$ cat src/rtl/osd_wr_scheduler_pkg.sv
// Shared OSD write scheduler definitions: write-word width, FSM encodings,
// and the gap counter sizing helper.
package osd_wr_scheduler_pkg;

  localparam int OSD_WR_W = 25;

  typedef enum logic [1:0] {
    ST_IDLE    = 2'd0,
    ST_WAIT4VB = 2'd1,
    ST_ISSUE   = 2'd2,
    ST_GAP     = 2'd3
  } wr_state_t;

  // Gap counter must hold 0..gap-1 but never collapse to zero width.
  function automatic int gap_width(input int gap);
    return (gap < 1) ? 1 : $clog2(gap + 1);
  endfunction

endpackage

$ cat src/rtl/osd_wr_scheduler_if.sv
// CPU-side write port and OSD RAM-side write port of the scheduler, plus
// the FSM state for observation.
interface osd_wr_scheduler_if #(parameter int FIFO_AW = 3);
  import osd_wr_scheduler_pkg::*;

  // WrReq_i is a push strobe with no ready: a word is taken every high cycle
  // (or dropped and flagged when full). OSDWrEn_o is a one-cycle valid with no
  // back-pressure; OSDWrVector_o is meaningful only while it is high.
  logic                WrReq_i;
  logic [OSD_WR_W-1:0] WrVector_i;
  logic                VBlank_i;
  logic                Flush_i;
  logic                OvfClr_i;
  logic [OSD_WR_W-1:0] OSDWrVector_o;
  logic                OSDWrEn_o;
  logic [FIFO_AW:0]    Level_o;
  logic                Full_o;
  logic                Overflow_o;
  wr_state_t           state_dbg;

  modport master (
    output WrReq_i, WrVector_i, VBlank_i, Flush_i, OvfClr_i,
    input  OSDWrVector_o, OSDWrEn_o, Level_o, Full_o, Overflow_o, state_dbg
  );

  modport slave (
    input  WrReq_i, WrVector_i, VBlank_i, Flush_i, OvfClr_i,
    output OSDWrVector_o, OSDWrEn_o, Level_o, Full_o, Overflow_o, state_dbg
  );

endinterface

$ cat src/rtl/osd_wr_scheduler_fifo.sv
// Circular write FIFO: storage, wrapping pointers, occupancy, full/empty.
// Flush discards everything and wins over a concurrent push or pop.
module osd_wr_fifo
  import osd_wr_scheduler_pkg::*;
#(
  parameter int AW = 3,
  parameter int DW = OSD_WR_W
) (
  input  logic          SYS_CLK,
  input  logic          SYS_nRST,
  input  logic          flush,
  input  logic          push,
  input  logic [DW-1:0] push_data,
  input  logic          pop,
  output logic [DW-1:0] head,
  output logic [AW:0]   level,
  output logic          full,
  output logic          empty
);

  localparam int DEPTH = 1 << AW;

  logic [DW-1:0] mem [DEPTH];
  logic [AW-1:0] wr_ptr;
  logic [AW-1:0] rd_ptr;
  logic          do_push;
  logic          do_pop;

  assign full    = (level == (AW+1)'(DEPTH));
  assign empty   = (level == '0);
  assign do_pop  = pop && !empty && !flush;
  // A full FIFO still accepts a push when a pop frees the head slot this cycle.
  assign do_push = push && !flush && (!full || do_pop);
  assign head    = mem[rd_ptr];

  always_ff @(posedge SYS_CLK or negedge SYS_nRST) begin
    if (!SYS_nRST) begin
      wr_ptr <= '0;
      rd_ptr <= '0;
      level  <= '0;
    end else if (flush) begin
      wr_ptr <= '0;
      rd_ptr <= '0;
      level  <= '0;
    end else begin
      if (do_push) wr_ptr <= wr_ptr + 1'b1;
      if (do_pop)  rd_ptr <= rd_ptr + 1'b1;
      case ({do_push, do_pop})
        2'b10:   level <= level + 1'b1;
        2'b01:   level <= level - 1'b1;
        default: ;
      endcase
    end
  end

  always_ff @(posedge SYS_CLK) begin
    if (do_push) mem[wr_ptr] <= push_data;
  end

endmodule

$ cat src/rtl/osd_wr_scheduler.sv
// Queues CPU OSD writes and releases them to OSD RAM only during vertical
// blank, one word per issue with WR_GAP idle cycles between words.
module osd_wr_scheduler
  import osd_wr_scheduler_pkg::*;
#(
  parameter int FIFO_AW = 3,
  parameter int WR_GAP  = 2
) (
  input logic               SYS_CLK,
  input logic               SYS_nRST,
  osd_wr_scheduler_if.slave bus
);

  localparam int               GAP_W     = gap_width(WR_GAP);
  localparam logic [GAP_W-1:0] GAP_LAST  = GAP_W'((WR_GAP > 0) ? WR_GAP - 1 : 0);
  localparam logic [FIFO_AW:0] LEVEL_ONE = (FIFO_AW+1)'(1);

  wr_state_t           state, state_nxt;
  logic [GAP_W-1:0]    gap_cnt, gap_cnt_nxt;
  logic                pop;
  logic                pop_fire;
  logic                ovf_set;
  logic                fifo_empty;
  logic                fifo_full;
  logic [FIFO_AW:0]    fifo_level;
  logic [OSD_WR_W-1:0] fifo_head;

  osd_wr_fifo #(.AW(FIFO_AW), .DW(OSD_WR_W)) u_fifo (
    .SYS_CLK   (SYS_CLK),
    .SYS_nRST  (SYS_nRST),
    .flush     (bus.Flush_i),
    .push      (bus.WrReq_i),
    .push_data (bus.WrVector_i),
    .pop       (pop),
    .head      (fifo_head),
    .level     (fifo_level),
    .full      (fifo_full),
    .empty     (fifo_empty)
  );

  always_comb begin
    state_nxt   = state;
    gap_cnt_nxt = gap_cnt;
    pop         = 1'b0;
    case (state)
      ST_IDLE: begin
        if (!fifo_empty) state_nxt = ST_WAIT4VB;
      end
      ST_WAIT4VB: begin
        if (fifo_empty)        state_nxt = ST_IDLE;
        else if (bus.VBlank_i) state_nxt = ST_ISSUE;
      end
      ST_ISSUE: begin
        pop         = 1'b1;
        gap_cnt_nxt = '0;
        if (WR_GAP > 0)                                state_nxt = ST_GAP;
        else if (bus.VBlank_i && fifo_level > LEVEL_ONE) state_nxt = ST_ISSUE;
        else                                           state_nxt = ST_WAIT4VB;
      end
      ST_GAP: begin
        // The last gap cycle decides as WAIT4VB would, so strobes are WR_GAP+1 apart.
        if (gap_cnt != GAP_LAST) begin
          gap_cnt_nxt = gap_cnt + 1'b1;
        end else begin
          gap_cnt_nxt = '0;
          if (fifo_empty)        state_nxt = ST_IDLE;
          else if (bus.VBlank_i) state_nxt = ST_ISSUE;
          else                   state_nxt = ST_WAIT4VB;
        end
      end
      default: state_nxt = ST_IDLE;
    endcase
    if (bus.Flush_i) begin
      state_nxt   = ST_IDLE;
      gap_cnt_nxt = '0;
      pop         = 1'b0;
    end
  end

  assign pop_fire = pop && !fifo_empty;
  assign ovf_set  = bus.WrReq_i && !bus.Flush_i && fifo_full && !pop_fire;

  always_ff @(posedge SYS_CLK or negedge SYS_nRST) begin
    if (!SYS_nRST) begin
      state             <= ST_IDLE;
      gap_cnt           <= '0;
      bus.OSDWrEn_o     <= 1'b0;
      bus.OSDWrVector_o <= '0;
      bus.Overflow_o    <= 1'b0;
    end else begin
      state         <= state_nxt;
      gap_cnt       <= gap_cnt_nxt;
      bus.OSDWrEn_o <= pop_fire;
      if (pop_fire) bus.OSDWrVector_o <= fifo_head;
      bus.Overflow_o <= ovf_set || (bus.Overflow_o && !bus.OvfClr_i);
    end
  end

  assign bus.Level_o   = fifo_level;
  assign bus.Full_o    = fifo_full;
  assign bus.state_dbg = state;

endmodule

$ cat src/flat_wrapper.sv
// flat-port wrapper written by rule: the top's interface ports become plain ports
module osd_wr_scheduler_flat import osd_wr_scheduler_pkg::*;
#(
  parameter int FIFO_AW = 3,
  parameter int WR_GAP  = 2
)
  (SYS_CLK, SYS_nRST, bus_WrReq_i, bus_WrVector_i, bus_VBlank_i, bus_Flush_i, bus_OvfClr_i, bus_OSDWrVector_o, bus_OSDWrEn_o, bus_Level_o, bus_Full_o, bus_Overflow_o, bus_state_dbg);
  osd_wr_scheduler_if #(.FIFO_AW(FIFO_AW)) bus_i ();
  input logic SYS_CLK;
  input logic SYS_nRST;
  input wire logic [$bits(bus_i.WrReq_i)-1:0] bus_WrReq_i;
  input wire logic [$bits(bus_i.WrVector_i)-1:0] bus_WrVector_i;
  input wire logic [$bits(bus_i.VBlank_i)-1:0] bus_VBlank_i;
  input wire logic [$bits(bus_i.Flush_i)-1:0] bus_Flush_i;
  input wire logic [$bits(bus_i.OvfClr_i)-1:0] bus_OvfClr_i;
  output wire logic [$bits(bus_i.OSDWrVector_o)-1:0] bus_OSDWrVector_o;
  output wire logic [$bits(bus_i.OSDWrEn_o)-1:0] bus_OSDWrEn_o;
  output wire logic [$bits(bus_i.Level_o)-1:0] bus_Level_o;
  output wire logic [$bits(bus_i.Full_o)-1:0] bus_Full_o;
  output wire logic [$bits(bus_i.Overflow_o)-1:0] bus_Overflow_o;
  output wire logic [$bits(bus_i.state_dbg)-1:0] bus_state_dbg;
  assign bus_i.WrReq_i = bus_WrReq_i;
  assign bus_i.WrVector_i = bus_WrVector_i;
  assign bus_i.VBlank_i = bus_VBlank_i;
  assign bus_i.Flush_i = bus_Flush_i;
  assign bus_i.OvfClr_i = bus_OvfClr_i;
  assign bus_OSDWrVector_o = bus_i.OSDWrVector_o;
  assign bus_OSDWrEn_o = bus_i.OSDWrEn_o;
  assign bus_Level_o = bus_i.Level_o;
  assign bus_Full_o = bus_i.Full_o;
  assign bus_Overflow_o = bus_i.Overflow_o;
  assign bus_state_dbg = bus_i.state_dbg;
  osd_wr_scheduler #(.FIFO_AW(FIFO_AW), .WR_GAP(WR_GAP)) u_core (.SYS_CLK(SYS_CLK), .SYS_nRST(SYS_nRST), .bus(bus_i));
endmodule
$ cat config.mk
export PLATFORM = sky130hd
export DESIGN_NAME = osd_wr_scheduler_flat
export DESIGN_NICKNAME = d
export VERILOG_FILES = /design/src/rtl/osd_wr_scheduler_pkg.sv /design/src/rtl/osd_wr_scheduler_if.sv /design/src/rtl/osd_wr_scheduler_fifo.sv /design/src/rtl/osd_wr_scheduler.sv /design/src/flat_wrapper.sv
export SDC_FILE = /design/constraint.sdc
export NUM_CORES = 1
export LEC_CHECK = 0
export CAP_MARGIN = 20
export CORE_MARGIN = 4
export CORE_UTILIZATION = 65
export CTS_CLUSTER_DIAMETER = 60
export DETAILED_ROUTE_END_ITERATION = 7
export DONT_BUFFER_PORTS = 1
export GPL_ROUTABILITY_DRIVEN = 1
export GPL_TIMING_DRIVEN = 0
export PLACE_DENSITY_LB_ADDON = 0.15
export SLEW_MARGIN = 40
export SYNTH_ARGS = -nofsm -noshare
export SYNTH_HDL_FRONTEND = slang
export SYNTH_HIERARCHICAL = 1
export SYNTH_SLANG_ARGS = --single-unit
$ cat constraint.sdc
create_clock -name SYS_CLK -period 7 [get_ports SYS_CLK]
set_clock_uncertainty 0.2 [all_clocks]
set_input_delay 2.1 -clock SYS_CLK [delete_from_list [all_inputs] [get_ports SYS_CLK]]
set_output_delay 2.1 -clock SYS_CLK [all_outputs]
set_load 0.01 [all_outputs]
# ---- After elaboration in Yosys (flattened, before gate mapping)
# Memories as Yosys holds them, arrays and structs flattened. A register that Yosys moved wholly into a read port is not among the register bits.
# Index checks and enable logic that the tools add are counted.
dict set report totals {
  output_inout_bits 34
  n_memories 1
  ram_bits 200
  reg_bits 16
}
dict set report op_classes {
  n_reduce_logical 22
  n_eq_ne 10
  n_mux 21
  add_sub_neg 5
}
# memory words width read_ports rd_clocked_by_memory_dff write_ports line
set mem_list {}
lappend mem_list {u_core.u_fifo.mem 8 25 1 1 1 osd_wr_scheduler_fifo.sv:23} ;# logic [DW-1:0] mem [DEPTH];
# cell count
set op_table {}
lappend op_table {{2-to-1 mux 2 bit} 9}
lappend op_table {{2-to-1 mux 3 bit} 4}
lappend op_table {{one-hot mux 2 bit (4 select lines)} 1}
lappend op_table {{one-hot mux 4 bit (2 select lines)} 1}
lappend op_table {{logical AND 1 bit} 7}
lappend op_table {{adder 3 x 1 -> 3 bit (second input constant)} 2}
lappend op_table {{== test 2 bit (second input constant)} 3}
lappend op_table {{logical NOT 1 bit} 6}
lappend op_table {{inequality test 3 bit (second input constant)} 2}
lappend op_table {{nonzero test 3 bit} 2}
lappend op_table {{adder 4 x 1 -> 4 bit (second input constant)} 1}
lappend op_table {{== test 2 x 1 -> 1 bit (second input constant)} 2}
lappend op_table {{== test 4 bit (second input constant)} 1}
lappend op_table {{logical NOT 4 bit} 1}
lappend op_table {{2-to-1 mux 1 bit} 4}
lappend op_table {{2-to-1 mux 4 bit} 1}
lappend op_table {{inequality test 4 x 3 -> 1 bit (second input constant)} 1}
lappend op_table {{one-hot mux 2 bit (2 select lines)} 1}
lappend op_table {{nonzero test 2 bit} 2}
lappend op_table {{subtractor 4 x 1 -> 4 bit (second input constant)} 1}
lappend op_table {{AND reduction 3 bit} 1}
lappend op_table {{adder 2 x 1 -> 2 bit (second input constant)} 1}
lappend op_table {{logical NOT 2 bit} 1}
lappend op_table {{logical OR 1 bit} 2}
lappend op_table {{inequality test 2 x 1 -> 1 bit (second input constant)} 1}

# ---- Logic depth before layout (Yosys ltp)
dict set report depth {
  ltp_word 10
  ltp_mapped 10
  ltp_nobuf 9
}

# ---- Modules after synthesis
# The synthesis kept the hierarchy.
# module area_each_um2 n_inst cells_each
set by_module_without_submodules {}
lappend by_module_without_submodules {osd_wr_fifo 8424.3 1 374}
lappend by_module_without_submodules {osd_wr_scheduler 1213.7 1 77}

# ---- Least setup slack after synthesis
# No wires, ideal clock.
dict set report synth_timing {
  kind {input to register}
  startpoint {input port bus_Flush_i}
  endpoint {memory u_core/u_fifo/mem[0][0] in the netlist's numbering (enable)}
  n_path_buf 1
  path_slack_ns 0.798
  arrival_ns 5.523
  setup_time_ns 0.479
  cell_stages 6
  cell_sequence {nand2b_4 -> nor2_1 -> buf_2 -> nand2b_1 -> o21ai_4 -> nor4b_1}
}
dict set report synth_via {
  elab_chain_len 7
  word_cells_on_any_way 9
  classes_between {mux: 3; reduce/logical: 6}
}
# item line
set synth_lines {}
lappend synth_lines {{start: declaration} flat_wrapper.sv:14} ;# input wire logic [$bits(bus_i.Flush_i)-1:0] bus_Flush_i;
lappend synth_lines {{2-to-1 mux 1 bit} osd_wr_scheduler.sv:73} ;# if (bus.Flush_i) begin
lappend synth_lines {{net u_core.pop} osd_wr_scheduler.sv:20} ;# logic pop;
lappend synth_lines {{logical AND 1 bit (2 in a row)} osd_wr_scheduler_fifo.sv:31} ;# assign do_pop = pop && !empty && !flush;
lappend synth_lines {{logical OR 1 bit} osd_wr_scheduler_fifo.sv:33} ;# assign do_push = push && !flush && (!full || do_pop);
lappend synth_lines {{logical AND 1 bit} osd_wr_scheduler_fifo.sv:33}
lappend synth_lines {{2-to-1 mux 1 bit} osd_wr_scheduler_fifo.sv:57} ;# if (do_push) mem[wr_ptr] <= push_data;
lappend synth_lines {{2-to-1 mux 1 bit (implied by the code)} osd_wr_scheduler_fifo.sv:57}
lappend synth_lines {{end: declaration} osd_wr_scheduler_fifo.sv:23}
# The timed path passes the listed nets, and every way through them passes these cells.

# ---- Final worst setup path
dict set report layout_timing {
  startpoint {input port bus_Flush_i}
  endpoint {memory u_core/u_fifo/mem[2][12] in the netlist's numbering (enable)}
}
# Same word-level chain as after synthesis.

==> summary.txt <==
Placement
  – IO buf count: 0
  – Worst slack at placement: 2.08 ns
  – RD Place Congestion: approximately 0.74
  – Placed insts: between 600 and 700
  – Detailed Place HPWL: between 10 and 15 mm
  – Placed inst area: roughly 10000 um^2

Clock network
  – Root buf cell: clkbuf_16
  – H-tree depth: 1
  – Clock latency on the worst-skew pair: between 0.5 and 0.6 ns
  – CTS Sinks: about 240
  – PostCTS Resize Cnt: 0
  – Total CTS buffers: 24
  – Hold Buf Count CTS: 0
  – Post-CTS Setup Inserts: 0
  – CTS tree: yes
  – Clock buffer depth: 3
  – Reg clk slew, reported paths: around 0.06 ns

GRT
  – First-pass GRT wire length: 28.2 mm
  – Global-route usage over all layers: a little under a quarter
  – Largest net degree at the start of global routing: 42
  – Total grt overflow: 0
  – Vias in the first global route: between 4k and 5k
  – Antenna violations before repair: 0

Timing
  – Final hold slack: around 0.32 ns
  – Final Worst Setup Slack: 2.54 ns
  – Tightest Pin Transition: 0.784 ns
  – Highest Clock Rate: 0.224 GHz
  – TNS Setup: 0 ns
  – Final Critical Period: roughly 4.5 ns
  – Final Cycle Share: between 60% and 70%
  – Final Setup Violations: 0
  – Fin. Hold Viols: 0
  – Max transition margin: between 40% and 50%
  – RSZ-0062 raised after global routing: no
  – Fin. max-slew vios: 0

Critical path
  – CP arrival: approximately 4.5 ns
  – Slowest CP cell: nor4_2
  – Crit. End Element: flop
  – Crit path max fanout: 10
  – Cell Chain, Critical Path: nand2b_4, nor2_1, buf_2, nand2b_1, o211ai_1, nor4_2, buf_2, buf_2, buf_2
  – Critical Path RT: 7.00 ns
  – WS Path Type: input pin to flop
  – Startpoint types: input pin
  – Crit-path max cell delay: 0.54 ns
  – Critical Path Most Common Cell: buf_2
  – Worst reg2reg path depth: 9

Worst hold path
  – WHS Path Cells: 2
  – Worst hold path class: flop to flop

Final layout
  – Area grow syn2layout: 13.3%
  – Final Cell Area: 10900 um^2
  – Share of layout cells above drive strength 1: ~28%
  – Filler cells: about 800
  – Layout Cells excl Fill: 710
  – Seq. cell area: 7030 um^2
  – Multi-input gate area: 2500 um^2
  – Number of antenna diodes: 0
  – # nets final: approximately 540

Floorplanning
  – DIE WIDTH: around 130 um
  – Die height: ~130 um
  – Starting Density: between 60 and 70%
  – Die area: ~17000 um^2
  – Rows: between 40 and 50
  – I/O pin total: 65
  – Core area: around 15000 um^2

Detailed routing
  – Pre-antenna DRT Iters: 4
  – DRC errors left: 0
  – Vias/cell: 6.42
  – Number of DRC markers in iteration 0: ~340
  – Routed Antenna Nets: 0
  – Per-cell routed wire length: ~25 um
  – WL final: 18.1 mm
  – Via count: 4556

Run
  – Max-Cap Viols: 0

Power and ir drop
  – Pwr/cell area: roughly 270 nW/um^2
  – Leak pwr: slightly below 0.004 uW
  – Peak supply drop: around 0.00025 V

Logic synthesis
  – Number of flops mapped to enable cells by yosys: 200
  – Mapped Cells: around 450
  – YS warnings: 6
  – Synth Register Bits: 241
  – Syn Area/Cell: around 21 um^2
  – Seq/Total Area, Yosys: between 70% and 80%
  – Top FF cell, synth: edfxtp_1
  – Synth Cell Area: between 9000 and 10000 um^2
  – Post-Syn Nets: roughly 490
  – Post-synth ARST share: between 10% and 20%
  – Post-synth cell types: 44

Status
  – Status: completed
==> layer usage <==
layer | global-route usage (%) | wire length [um]
met2 | 36.7 | 9180
met3 | 5.12 | 1390
met4 | 5.13 | 331
met5 | 0 | 0
met1 | 32.9 | 7180
==> logic make-up after synthesis <==
kind of cell    share of synthesized area, %
compound gates                          1.70
xor+xnor                               0.545
fa+ha+maj                              0.727
buf+inv                                 1.65
flops                                   73.0
mux                                     19.5
simple gates                            2.92
==> final cells by class <==
class	instances	area share, %
Multi-Input combinational cell	185	22.9
Buffer	21	1.32
Tap cell	184	2.11
Clock buffer	34	6.22
Clock inverter	10	0.711
Timing Repair Buffer	31	2.22
Sequential cell	241	64.4
Inverter	4	0.138
==> Yosys cell counts, types with 2 or more instances <==
cell | instances | area, um^2
mux4_1 | 45 | 1180
mux4_2 | 5 | 113
xor2_1 | 5 | 43.8
dfrtp_1 | 41 | 1030
mux2_2 | 51 | 574
edfxtp_1 | 200 | 6010
clkbuf_1 | 10 | 37.5
nor2_1 | 16 | 60.1
nor4b_1 | 3 | 26.3
nand2b_1 | 5 | 31.3
nor3_1 | 6 | 30.0
a21oi_1 | 4 | 20.0
o32ai_1 | 2 | 17.5
buf_6 | 8 | 90.1
o21ai_0 | 2 | 10.0
ha_1 | 4 | 50.1
or3_1 | 2 | 12.5
o211ai_1 | 2 | 15.0
a211oi_1 | 3 | 22.5
nand2_1 | 6 | 22.5
a21o_1 | 2 | 15.0
nand3_1 | 2 | 10.0
nor2b_1 | 3 | 18.8
inv_1 | 4 | 15.0
==> worst paths after layout <==
| check | startpoint | endpoint | slack [ns] |
|---|---|---|---|
| max | bus_Flush_i | u_core/u_fifo/mem[2][12] | 2.54 |
| min | u_core/gap_cnt[1] | u_core/gap_cnt[1] | 0.32 |
| max reg2reg | u_core/bus.state_dbg[1] | u_core/u_fifo/mem[2][12] | 3.67 |
| min reg2reg | u_core/gap_cnt[1] | u_core/gap_cnt[1] | 0.32 |
| max in group asynchronous | SYS_nRST | u_core/bus.OSDWrVector_o[1] | 5.41 |
| min in group asynchronous | SYS_nRST | u_core/bus.OSDWrEn_o | 1.08 |
==> power breakdown <==
group          switching [uW]  total, uW  internal (uW)
logic                    51.9        115           62.7
registers                57.5       1670           1610
clock network             499       1210            713
==> metrics by stage <==
step	power (uW)	utilization [%]
finish	3000	75.1
detailed placement	1820	69.9
global route	3120	75.1
floorplan	1780	-
CTS	3020	75.1
global placement	1800	67.9
==> critical path: cells and delay by family <==
family                 cells  cell delay (ns)
buffers and inverters      4             0.95
and+or+nand+nor            4             1.07
AOI/OAI and AO/OA          1             0.32
==> flip-flops by register name, summed over array words and instances, names as in the netlist <==
name and count:
u_core/u_fifo/mem 200, u_core/bus.OSDWrVector_o 25, u_core/u_fifo/level 4, u_core/u_fifo/rd_ptr 3, u_core/u_fifo/wr_ptr 3, u_core/bus.state_dbg 2
u_core/gap_cnt 2, u_core/bus.OSDWrEn_o 1, u_core/bus.Overflow_o 1
==> layout by cell type, fill, tap and decap left out, types with 3 or more instances in the layout <==
| cell type | netlist | final |
|---|---|---|
| buf_4 | 1 | 10 |
| inv_1 | 4 | 4 |
| a21oi_1 | 4 | 4 |
| nor2_1 | 16 | 13 |
| clkinv_2 | 0 | 5 |
| buf_2 | 1 | 19 |
| edfxtp_1 | 200 | 200 |
| nor3_1 | 6 | 3 |
| clkbuf_1 | 10 | 17 |
| nand2b_1 | 5 | 5 |
| nand2_1 | 6 | 6 |
| clkbuf_16 | 0 | 25 |
| xor2_1 | 5 | 5 |
| nor2b_1 | 3 | 3 |
| dfrtp_1 | 41 | 41 |
| mux4_1 | 45 | 45 |
| nor2_4 | 0 | 3 |
| ha_1 | 4 | 4 |
| buf_6 | 8 | 8 |
| nor3_2 | 0 | 3 |
| mux4_2 | 5 | 5 |
| mux2_2 | 51 | 51 |
| a211oi_1 | 3 | 3 |
No activity file was read; power rests on OpenSTA's default activity.
